### src/rtl/board_if.sv
// Bus between the tic-tac-toe game logic and its surroundings: the
// synchronised mouse and new-game inputs, and the board and highlight
// state that drives the per-square overlay stages.
interface board_if;
    logic [11:0] xpos;
    logic [11:0] ypos;
    logic        mouse_left;
    logic        new_game;
    logic [8:0]  square;
    logic [8:0]  occupied;
    logic [8:0]  owner;
    logic        turn;
    logic [1:0]  winner;
    logic        game_over;

    modport master (
        output xpos, ypos, mouse_left, new_game,
        input  square, occupied, owner, turn, winner, game_over
    );

    modport slave (
        input  xpos, ypos, mouse_left, new_game,
        output square, occupied, owner, turn, winner, game_over
    );
endinterface

### src/rtl/board_ctrl.sv
// Tic-tac-toe game logic in the pixel clock domain: maps the cursor to a
// 3x3 cell, registers moves on left-click edges, alternates X/O, and
// detects a win or a draw.
module board_ctrl #(
    parameter logic [11:0] H_END0 = 12'd340,
    parameter logic [11:0] H_BEG1 = 12'd344,
    parameter logic [11:0] H_END1 = 12'd679,
    parameter logic [11:0] H_BEG2 = 12'd683,
    parameter logic [11:0] V_END0 = 12'd255,
    parameter logic [11:0] V_BEG1 = 12'd259,
    parameter logic [11:0] V_END1 = 12'd507,
    parameter logic [11:0] V_BEG2 = 12'd511
) (
    input logic    pclk,
    input logic    rst,
    board_if.slave bus
);

    localparam logic [11:0] H_MAX = 12'd1023;
    localparam logic [11:0] V_MAX = 12'd767;

    // Cell masks of the eight winning lines: three rows, three columns, two diagonals.
    localparam logic [8:0] LINE_MASK [8] = '{
        9'h007, 9'h038, 9'h1C0,
        9'h049, 9'h092, 9'h124,
        9'h111, 9'h054
    };

    typedef enum logic [1:0] {PLAY, CHECK, OVER} state_t;

    state_t      state;
    logic [8:0]  square;
    logic [8:0]  occupied;
    logic [8:0]  owner;
    logic        turn;
    logic [1:0]  winner;
    logic        game_over;
    logic        btn_q;

    logic [1:0]  col;
    logic [1:0]  row;
    logic        col_ok;
    logic        row_ok;
    logic        cell_valid;
    logic [3:0]  cell_idx;
    logic        click;
    logic        win_now;

    // A line belongs to the given player when all three of its cells carry that player's mark.
    function automatic logic line_won(input logic [8:0] mask, input logic [8:0] occ,
                                      input logic [8:0] own, input logic who);
        return ((occ & mask) == mask) && ((own & mask) == (who ? mask : 9'h000));
    endfunction

    // Decode the cursor position into a cell; grid lines and off-screen positions are no cell.
    always_comb begin
        col    = 2'd0;
        col_ok = 1'b0;
        row    = 2'd0;
        row_ok = 1'b0;
        if (bus.xpos <= H_END0) begin
            col    = 2'd0;
            col_ok = 1'b1;
        end else if (bus.xpos >= H_BEG1 && bus.xpos <= H_END1) begin
            col    = 2'd1;
            col_ok = 1'b1;
        end else if (bus.xpos >= H_BEG2 && bus.xpos <= H_MAX) begin
            col    = 2'd2;
            col_ok = 1'b1;
        end
        if (bus.ypos <= V_END0) begin
            row    = 2'd0;
            row_ok = 1'b1;
        end else if (bus.ypos >= V_BEG1 && bus.ypos <= V_END1) begin
            row    = 2'd1;
            row_ok = 1'b1;
        end else if (bus.ypos >= V_BEG2 && bus.ypos <= V_MAX) begin
            row    = 2'd2;
            row_ok = 1'b1;
        end
        cell_valid = col_ok & row_ok;
        cell_idx   = {2'b00, row} * 4'd3 + {2'b00, col};
    end

    // The current mover wins when any of the eight lines is complete in their mark.
    always_comb begin
        win_now = 1'b0;
        for (int i = 0; i < 8; i++) begin
            if (line_won(LINE_MASK[i], occupied, owner, turn)) begin
                win_now = 1'b1;
            end
        end
    end

    assign click = bus.mouse_left & ~btn_q;

    // Remember the previous button level so a held button yields a single click.
    always_ff @(posedge pclk or posedge rst) begin
        if (rst) begin
            btn_q <= 1'b0;
        end else begin
            btn_q <= bus.mouse_left;
        end
    end

    // Hover highlight follows the cursor in every game state.
    always_ff @(posedge pclk or posedge rst) begin
        if (rst) begin
            square <= 9'h000;
        end else begin
            square <= cell_valid ? (9'h001 << cell_idx) : 9'h000;
        end
    end

    // Game FSM: accept a move, judge it for one cycle, then either hand over the turn or end the game.
    always_ff @(posedge pclk or posedge rst) begin
        if (rst) begin
            state     <= PLAY;
            occupied  <= 9'h000;
            owner     <= 9'h000;
            turn      <= 1'b0;
            winner    <= 2'b00;
            game_over <= 1'b0;
        end else if (bus.new_game) begin
            state     <= PLAY;
            occupied  <= 9'h000;
            owner     <= 9'h000;
            turn      <= 1'b0;
            winner    <= 2'b00;
            game_over <= 1'b0;
        end else begin
            case (state)
                PLAY: begin
                    if (click && cell_valid && !occupied[cell_idx]) begin
                        occupied[cell_idx] <= 1'b1;
                        owner[cell_idx]    <= turn;
                        state              <= CHECK;
                    end
                end
                CHECK: begin
                    if (win_now) begin
                        winner    <= {turn, ~turn};
                        game_over <= 1'b1;
                        state     <= OVER;
                    end else if (occupied == 9'h1FF) begin
                        winner    <= 2'b11;
                        game_over <= 1'b1;
                        state     <= OVER;
                    end else begin
                        turn  <= ~turn;
                        state <= PLAY;
                    end
                end
                OVER: begin
                    state <= OVER;
                end
                default: begin
                    state <= PLAY;
                end
            endcase
        end
    end

    assign bus.square    = square;
    assign bus.occupied  = occupied;
    assign bus.owner     = owner;
    assign bus.turn      = turn;
    assign bus.winner    = winner;
    assign bus.game_over = game_over;

endmodule

### src/flat_wrapper.sv
// flat-port wrapper written by rule: the top's interface ports become plain ports
module board_ctrl_flat 
#(
    parameter logic [11:0] H_END0 = 12'd340,
    parameter logic [11:0] H_BEG1 = 12'd344,
    parameter logic [11:0] H_END1 = 12'd679,
    parameter logic [11:0] H_BEG2 = 12'd683,
    parameter logic [11:0] V_END0 = 12'd255,
    parameter logic [11:0] V_BEG1 = 12'd259,
    parameter logic [11:0] V_END1 = 12'd507,
    parameter logic [11:0] V_BEG2 = 12'd511
)
  (pclk, rst, bus_xpos, bus_ypos, bus_mouse_left, bus_new_game, bus_square, bus_occupied, bus_owner, bus_turn, bus_winner, bus_game_over);
  board_if bus_i ();
  input logic pclk;
  input logic rst;
  input wire logic [$bits(bus_i.xpos)-1:0] bus_xpos;
  input wire logic [$bits(bus_i.ypos)-1:0] bus_ypos;
  input wire logic [$bits(bus_i.mouse_left)-1:0] bus_mouse_left;
  input wire logic [$bits(bus_i.new_game)-1:0] bus_new_game;
  output wire logic [$bits(bus_i.square)-1:0] bus_square;
  output wire logic [$bits(bus_i.occupied)-1:0] bus_occupied;
  output wire logic [$bits(bus_i.owner)-1:0] bus_owner;
  output wire logic [$bits(bus_i.turn)-1:0] bus_turn;
  output wire logic [$bits(bus_i.winner)-1:0] bus_winner;
  output wire logic [$bits(bus_i.game_over)-1:0] bus_game_over;
  assign bus_i.xpos = bus_xpos;
  assign bus_i.ypos = bus_ypos;
  assign bus_i.mouse_left = bus_mouse_left;
  assign bus_i.new_game = bus_new_game;
  assign bus_square = bus_i.square;
  assign bus_occupied = bus_i.occupied;
  assign bus_owner = bus_i.owner;
  assign bus_turn = bus_i.turn;
  assign bus_winner = bus_i.winner;
  assign bus_game_over = bus_i.game_over;
  board_ctrl #(.H_END0(H_END0), .H_BEG1(H_BEG1), .H_END1(H_END1), .H_BEG2(H_BEG2), .V_END0(V_END0), .V_BEG1(V_BEG1), .V_END1(V_END1), .V_BEG2(V_BEG2)) u_core (.pclk(pclk), .rst(rst), .bus(bus_i));
endmodule
### config.mk
export PLATFORM = sky130hd
export DESIGN_NAME = board_ctrl_flat
export DESIGN_NICKNAME = d
export VERILOG_FILES = /design/src/rtl/board_if.sv /design/src/rtl/board_ctrl.sv /design/src/flat_wrapper.sv
export SDC_FILE = /design/constraint.sdc
export NUM_CORES = 1
export LEC_CHECK = 0
export BUFFER_PORTS_ARGS = -buffer_cell sky130_fd_sc_hd__buf_2
export CORE_MARGIN = 4
export CORE_UTILIZATION = 48
export CTS_BUF_LIST = sky130_fd_sc_hd__clkbuf_16
export DETAILED_ROUTE_END_ITERATION = 12
export PLACE_DENSITY = 0.75
export SLEW_MARGIN = 5
export SYNTH_ARGS = -nofsm -noshare
export SYNTH_HDL_FRONTEND = slang
export SYNTH_SLANG_ARGS = --single-unit
### constraint.sdc
create_clock -name pclk -period 2.1 [get_ports pclk]
set_clock_uncertainty 0.15 [all_clocks]
set_input_delay 0.105 -clock pclk [delete_from_list [all_inputs] [get_ports pclk]]
set_output_delay 0.105 -clock pclk [all_outputs]
set_load 0.05 [all_outputs]
# After elaboration in Yosys (flattened, before gate mapping)
# Index checks and enable logic that the tools add are counted.
# word_totals
regBits,34
inputBits,28
word_cells,131
output_inout_bits,31
# op_classes
n_addsub,1
n_bitwise,5
reduce_logical,24
shifts,1
muxes,57
order_cmp,12
multipliers,1
eq_ne,22
# ops
cell,n
$mux W9,10
$ge A12 B9 Y1 const B,3
$le A12 B10 Y1 const B,3
$mux W2,14
$eq A9 B9 Y1,3
$eq A3 B3 Y1 const B,8
$le A12 B9 Y1 const B,2
$mux W1,24
$eq A7 B9 Y1,2
$logic_and A1 B1 Y1,15
$mux W7,2
$ge A12 B10 Y1 const B,1
$le A12 B8 Y1 const B,1
$bwmux W9,1
$eq A3 B9 Y1,1
$eq A6 B9 Y1,1
$eq A8 B9 Y1,1
$eq A9 B9 Y1 const B,1
$or A9 B9 Y9,1
$shl A1 B4 Y9 const A,1
$mux W8,1
$mux W6,1
$pmux W2 S3,1
$reduce_bool A2 Y1,3
other kinds (18),22

# Logic depth before layout (Yosys ltp)
# Gate-level depths: netlist of run 1.
# depth
word_depth,15
ltp_mapped,15
ltp_nobuf,14

# Worst setup path before layout of run 1
# Ideal clock, no wire load.
# synth_path
path_type,input port to flip-flop
startpoint,input bus_ypos[6]
endpoint,register u_core.owner[7] (netlist: u_core.bus.owner[7])
path_buffers,1
setup_time_ps,79
cell_stages,13
setup_slack_ps,-1675
required_ps,1871
arrival_time_ps,3545
path_cell_list,or4_4 -> o41ai_4 -> nor3b_1 -> fa_1 -> ha_1 -> fa_1 -> nor4b_1 -> a21oi_1 -> nand4_1 -> nor2b_4 -> buf_6 -> nand4_2 -> mux2i_1
# synth_between
elab_chain_cells,15
word_cells_on_any_way,32
classes_between,add/sub: 1; mul: 1; order compare: 7; mux: 14; bitwise: 1; reduce/logical: 8
# synth_rtl
element,line_no,rtl
"start, declared",flat_wrapper.sv:18,input wire logic [$bits(bus_i.ypos)-1:0] bus_ypos;
$ge A12 B9 Y1 / $le A12 B10 Y1 (equally long branches),board_ctrl.sv:77,end else if (bus.ypos >= V_BEG2 && bus.ypos <= V_MAX) begin
$logic_and A1 B1 Y1,board_ctrl.sv:77,
$mux W2,board_ctrl.sv:77,
$mux W2,board_ctrl.sv:74,end else if (bus.ypos >= V_BEG1 && bus.ypos <= V_END1) begin
$mux W2,board_ctrl.sv:71,if (bus.ypos <= V_END0) begin
$mul A2 B2 Y4,board_ctrl.sv:82,"cell_idx = {2'b00, row} * 4'd3 + {2'b00, col};"
$add A4 B2 Y4,board_ctrl.sv:82,
$lt A4 B5 Y1 (implied by the code) / $ge A4 B1 Y1 (equally long branches),board_ctrl.sv:136,owner[cell_idx] <= turn;
$logic_and A1 B1 Y1 (implied by the code),board_ctrl.sv:136,
$mux W1 (implied by the code),board_ctrl.sv:136,
$demux W1 S4,n/a,
$bwmux W9,board_ctrl.sv:136,
$mux W9,board_ctrl.sv:134,if (click && cell_valid && !occupied[cell_idx]) begin
$mux W9,board_ctrl.sv:132,case (state)
$mux W9,board_ctrl.sv:124,end else if (bus.new_game) begin
"end signal, assigned by index",board_ctrl.sv:136,
"end, declared",board_ctrl.sv:34,logic [8:0] owner;
# Several ways; a longest one is shown, not always the timed one. The select of a mux whose other input is x is not followed.
# A chain may end at the register's enable or synchronous reset.

# Worst setup path after layout of run 1
# layout_path
startpoint,input bus_ypos[5]
endpoint,register u_core.owner[4] (netlist: u_core.bus.owner[4])
# The elaborated chain is that of the path after synthesis.

==> flow_metrics.tcl, run 1 <==
set metrics [dict create \
    io_buffers 58 \
    grt_pass1_vias 2330 \
    ys_seq_area_frac 0.384 \
    core.rowCount 24 \
    hold-path-cell-count 3 \
    endpoint_kind "flip-flop" \
    swShare 0.272 \
    worst_pin_slew_ns 0.604 \
    track_usage 0.246 \
    cts.sinks 34 \
    ios 59 \
    worstPathCellList "buf_6 > or4_4 > o41ai_4 > nor3b_2 > fa_1 > ha_2 > fa_2 > buf_6 > nor2_4 > nand3_2 > nand4_1 > nor2b_4 > buf_12 > nand4_4 > mux2i_1" \
    p_leak_nw 1.67 \
    p_int_w 0.00124 \
    cts-root-buf "clkbuf_16" \
    wl_met2_um 3780 \
    wl_per_cell_um 18.3 \
    drv_slew 0 \
    htree_levels 2 \
    finalNonFillerCells 396 \
    dr.pass1.iters 4 \
    synth_area_per_cell_um2 10.3 \
    clock.fmax_mhz 281 \
    dp_hpwl_um 4690 \
    met1_length_um 2890 \
    ir_worst_vdd_v 0.000437 \
    holdCritPathClass "in2reg" \
    synthFlopType "dfrtp_1" \
    cp_slowest_cell "fa_2" \
    period_needed_ns 3.56 \
    post-place-ws_ns -1.86 \
    synth-edff-count 0 \
    ys_types 62 \
    clkPwrFrac 0.420 \
    cpMostUsedCell "buf_6" \
    synth_area_um2 2220 \
    fp.coreArea_um2 4410 \
    finalNetCount 376 \
    ant_nets 0 \
    antenna_found_initial 0 \
    slew_headroom 0.597 \
    drive_gt1_frac 0.578 \
    syn_nets 248 \
    synthCells 215 \
    fin_area_um2 3520 \
    final_common_cell "buf_4" \
    die_w_um 76.0 \
    drc 0 \
    fillers 298 \
    chipHeight_um 76.0 \
    diodes 0 \
    grt_pass1_wl_um 11600 \
    dieArea_um2 5770 \
    p_sw_w 0.000462 \
    post-route-util 0.797 \
    setup_ws_ns -1.46 \
    final_cell_mix "buf_4 (60), buf_2 (57), dfrtp_1 (32)" \
    period_share 1.70 \
    initial_core_util 0.503 \
    synth-async-reset-ratio 1.00 \
    slowest_delay_ns 0.65 \
    reg2reg_depth 8 \
    clk_pin_slew_ns 0.06 \
    grt_overflow_total 0 \
    syn2layout_area_growth_pct 58.7 \
    wl_met3_um 440 \
    crit_required_ns 2.09 \
    post_drt_via_cell_ratio 5.90 \
    synth-seq-cells 34 \
    comb_power_share 0.192 \
    max_cap_viol_count 0 \
    critPathKind "in2reg" \
    ys_warn_count 0 \
    violations "setup timing" \
    clkLatencyLatePin_ns 0.28 \
    status "complete, but fails checks" \
    arrival_ns 3.55 \
    maxUsedRoutingLayer "met4" \
    drt_iter0_markers 129 \
    cp-start-kind "primary input" \
    hold_violations 0 \
    setup_viol 32 \
    critPathMaxFanout 7 \
    routed_wl_um 7250 \
    dp_cells 373 \
    placed_area_um2 2970 \
    finalPower_w 0.00170 \
    gp_congestion 0.903 \
    via_count 2337 \
    seq_power_share 0.389 \
    grt_max_degree 35 \
    cts_tree "built" \
    cts_buffers 5 \
    power_density_nw_per_um2 483 \
    clockBufferDepth 2 \
    rsz0062_at_grt "yes" \
]
-- through the flow --
step                hold WS, ns  TNS [ns]
floorplan               -0.0136    -36.13
global placement         0.0638    -41.99
detailed placement       0.0729    -44.43
CTS                       0.147    -30.80
global route              0.168    -36.54
finish                    0.158    -34.17
-- cell families after synthesis --
logic type,after synthesis,synth area share
compound gates,40,0.152
xor+xnor,1,0.00395
fa+ha+maj,5,0.0350
buf+inv,23,0.0502
flops,34,0.384
mux,13,0.0654
simple gates,99,0.310
-- state kept, by name, indices dropped and copies added, names as in the netlist --
name and count:
u_core.bus.occupied 9, u_core.bus.winner 2, u_core.btn_q 1, u_core.bus.square 9, u_core.state 2, u_core.bus.turn 1
u_core.bus.game_over 1, u_core.bus.owner 9
-- layer usage --
layer / GRT usage / vias up
met5: 0 / -
met4: 0.101 / 0
met3: 0.0496 / 14
met2: 0.415 / 101
met1: 0.304 / 1157
li1: - / 1065
-- power by group through the flow --
stage	sequential (W)	clock, W	combinational, W
after floorplan	0.000682	0	0.000120
after global placement	0.000673	0	0.000250
after detailed placement	0.000673	0	0.000254
after CTS	0.000661	0.000715	0.000292
after global routing	0.000661	0.000755	0.000348
final	0.000661	0.000714	0.000326
-- final timing paths --
kind,from,endpoint,slack [ns]
max in group asynchronous,rst,u_core.bus.owner[4],1.14
hold reg to reg,u_core.bus.winner[0],u_core.bus.winner[0],0.36
setup / recovery,bus_ypos[5],u_core.bus.owner[4],-1.46
setup reg to reg,u_core.bus.turn,u_core.bus.turn,-0.14
min in group asynchronous,rst,u_core.btn_q,0.33
hold / removal,bus_ypos[8],u_core.bus.square[0],0.16
-- critical path: cells and delay by family --
kind	cells	cell delay (ns)
multiplexers	1	0.13
buffers and inverters	3	0.39
adder cells (fa/ha/maj)	3	1.37
AND/OR/NAND/NOR	7	1.28
AO/OA/AOI/OAI	1	0.26
-- layout make-up --
type | instances | area (µm²) | area share
multi-input cells | 158 | 1500 | 0.427
flip-flops and latches | 34 | 853 | 0.242
inverters | 14 | 52.6 | 0.0149
repair buffers | 130 | 906 | 0.257
clock inverters | 3 | 16.3 | 0.00462
clock buffers | 5 | 125 | 0.0355
well taps | 52 | 65.1 | 0.0185
-- cells in the mapped netlist (2+ instances only) --
cell / number / area, µm²
nand4_2: 7 / 87.6
o211ai_1: 3 / 22.5
or2b_1: 2 / 15.0
mux2i_1: 10 / 100
or2_2: 2 / 12.5
nor4_1: 6 / 37.5
or3_1: 2 / 12.5
and2_1: 2 / 12.5
buf_2: 4 / 20.0
buf_6: 2 / 22.5
inv_1: 14 / 52.6
a21oi_1: 16 / 80.1
nand2b_1: 14 / 87.6
or4_4: 2 / 22.5
nand4_1: 7 / 43.8
fa_1: 2 / 40.0
nor2_1: 8 / 30.0
a211oi_1: 4 / 30.0
nor3_1: 7 / 35.0
mux2_2: 2 / 22.5
ha_1: 3 / 37.5
nand2_1: 11 / 41.3
nand4_4: 2 / 42.5
or4_1: 5 / 37.5
nand3_1: 7 / 35.0
dfrtp_1: 34 / 851
and2b_2: 2 / 17.5
-- repair_timing --
item / in CTS / in global routing
setup buffers: 9 / 4
hold buffers: 2 / 0
setup endpoints to repair: 31 / 33
hold endpoints to repair: 35 / 0
gates resized for setup: 27 / 23
pin swaps: 27 / 11
(Power assumes the default switching activity.)
==> run 2, diff against run 1 <==
--- a/config.mk
+++ b/config.mk
@@ -7,10 +7,10 @@
 export LEC_CHECK = 0
 export BUFFER_PORTS_ARGS = -buffer_cell sky130_fd_sc_hd__buf_2
 export CORE_MARGIN = 4
-export CORE_UTILIZATION = 48
+export CORE_UTILIZATION = 50
 export CTS_BUF_LIST = sky130_fd_sc_hd__clkbuf_16
 export DETAILED_ROUTE_END_ITERATION = 12
-export PLACE_DENSITY = 0.75
+export PLACE_DENSITY = 0.74
 export SLEW_MARGIN = 5
 export SYNTH_ARGS = -nofsm -noshare
 export SYNTH_HDL_FRONTEND = slang
==> constraint.sdc (replaced) <==
create_clock -name pclk -period 4 [get_ports pclk]
set_clock_uncertainty 0.15 [all_clocks]
set_input_delay 0.2 -clock pclk [delete_from_list [all_inputs] [get_ports pclk]]
set_output_delay 0.2 -clock pclk [all_outputs]
set_load 0.05 [all_outputs]
==> flow_metrics.tcl, run 2 (synthesized netlist as in run 1, its figures left out) <==
set metrics [dict create \
    slowest_delay_ns 0.53 \
    post_drt_via_cell_ratio 5.88 \
    drc 0 \
    critPathKind "in2reg" \
    finalPower_w 0.000819 \
    setup_viol 0 \
    reg2reg_to "u_core.bus.winner[1]" \
    placed_area_um2 2600 \
    cpMostUsedCell "fa_1" \
    dp_cells 324 \
    wl_per_cell_um 15.9 \
    htree_levels 2 \
    fp.coreArea_um2 4140 \
    clock.fmax_mhz 264 \
    max_cap_viol_count 0 \
    power_density_nw_per_um2 297 \
    dieArea_um2 5570 \
    grt_overflow_total 0 \
    critPathTopFamily "simple AND/OR/NAND/NOR gates" \
    r2r_start "u_core.bus.turn" \
    worst_pin_slew_ns 0.621 \
    chipHeight_um 74.6 \
    clockBufferDepth 2 \
    crit_buf_inv 2 \
    grt_pass1_wl_um 9060 \
    cp-startpoint "bus_ypos[6]" \
    setup_ws_ns 0.215 \
    holdCritPathClass "in2reg" \
    ant_nets 0 \
    setup_tns_ns 0 \
    endpoint_kind "flip-flop" \
    rsz0062_at_grt "no" \
    cp-start-kind "primary input" \
    grt_pass1_vias 1845 \
    p_leak_nw 1.38 \
    clk_pin_slew_ns 0.06 \
    timing.critical_path.to "u_core.bus.owner[4]" \
    hold_violations 0 \
    drv_slew 0 \
    drt_iter0_markers 93 \
    top_regs "u_core.bus.occupied (9), u_core.bus.owner (9), u_core.bus.square (9)" \
    period_needed_ns 3.79 \
    cp_slowest_cell "or4_4" \
    ir_worst_vdd_v 0.000167 \
    cts.sinks 34 \
    diodes 0 \
    via_count 1963 \
    final_cell_mix "buf_2 (58), dfrtp_1 (34), a21oi_1 (16)" \
    syn2layout_area_growth_pct 24.5 \
    clkLatencyLatePin_ns 0.28 \
    fin_area_um2 2760 \
    post-place-ws_ns -0.134 \
    critPathMaxFanout 9 \
    finalNonFillerCells 334 \
    routed_wl_um 5320 \
    period_share 0.946 \
    cp_num_cells 14 \
    r2r_slack_ns 1.58 \
    dr.pass1.iters 4 \
    status "finished, final reports clean" \
    cts_tree "built" \
    io_buffers 58 \
    gp_congestion 0.907 \
    reg2reg_depth 6 \
    grt_max_degree 35 \
    slew_headroom 0.586 \
    cts_buffers 5 \
    drive_gt1_frac 0.380 \
    cts_setup_buffers 0 \
    final_common_cell "buf_2" \
    ios 59 \
    antenna_found_initial 0 \
    dp_hpwl_um 3950 \
    crit_required_ns 4.04 \
    die_w_um 74.6 \
    track_usage 0.212 \
    arrival_ns 3.83 \
    finalNetCount 316 \
    initial_core_util 0.535 \
    core.rowCount 23 \
    cts-root-buf "clkbuf_16" \
    worstPathCellList "buf_2 > or4_4 > o41ai_4 > nor3b_1 > fa_1 > ha_1 > fa_1 > nor4b_1 > a21oi_1 > nand4_1 > nor2b_4 > buf_12 > nand4_2 > mux2i_1" \
]
==> run 2: cell types whose count changed in the layout (fill, tap and decap cells not counted), sizes merged <==
cell,delta
buf,-60
==> run 2: how the worst min path moves through the flow <==
stage	startpoint	to	slack, ns	cells past startpoint
finish	bus_new_game	u_core.bus.occupied[8]	0.22	2
global route	bus_new_game	u_core.bus.game_over	0.24	2
CTS	bus_new_game	u_core.bus.turn	0.22	2
detailed placement	rst	u_core.bus.game_over	0.16	3
global placement	rst	u_core.bus.game_over	0.16	3
floorplan	bus_mouse_left	u_core.btn_q	0.08	0
==> run 2: worst reg2reg max path: cells and delay by family (launching register included) <==
kind | cells | cell delay [ns]
simple gates | 2 | 0.73
flops | 1 | 0.60
compound gates | 4 | 0.85
==> run 2: where the power goes <==
part	switching, W	internal, W	total [W]
sequential	0.00000156	0.000346	0.000348
combinational	0.0000626	0.0000409	0.000104
clock	0.000141	0.000227	0.000368
total	0.000206	0.000614	0.000819
==> run 2: stage by stage <==
stage / hold WS [ns] / util
2_1_floorplan: 0.0814 / -
3_3_place_gp: 0.158 / 0.627
3_5_place_dp: 0.163 / 0.627
4_1_cts: 0.216 / 0.666
5_1_grt: 0.242 / 0.666
6_report: 0.221 / 0.666
==> run 2: area by class of cell <==
class                      instances  area [µm²]
tap                               50        62.6
multi-input combinational        158        1260
fill                             338        1380
timing repair buffer              70         398
inverter                          14        52.6
clock buffer                       5         125
sequential                        34         851
clock inverter                     3        16.3
==> run 2: layer usage <==
metal	vias up	global-route usage	wire length (µm)
li1	944	-	-
met1	935	0.299	2270
met2	75	0.338	2520
met3	9	0.0387	454
met4	0	0.0613	76
met5	-	0	0
==> run 2: timing repair <==
action | CTS | global route
resized for setup | 0 | 0
endpoints found under the setup margin | 0 | 0
endpoints found under the hold margin | 35 | 0
hold buffers | 2 | 0
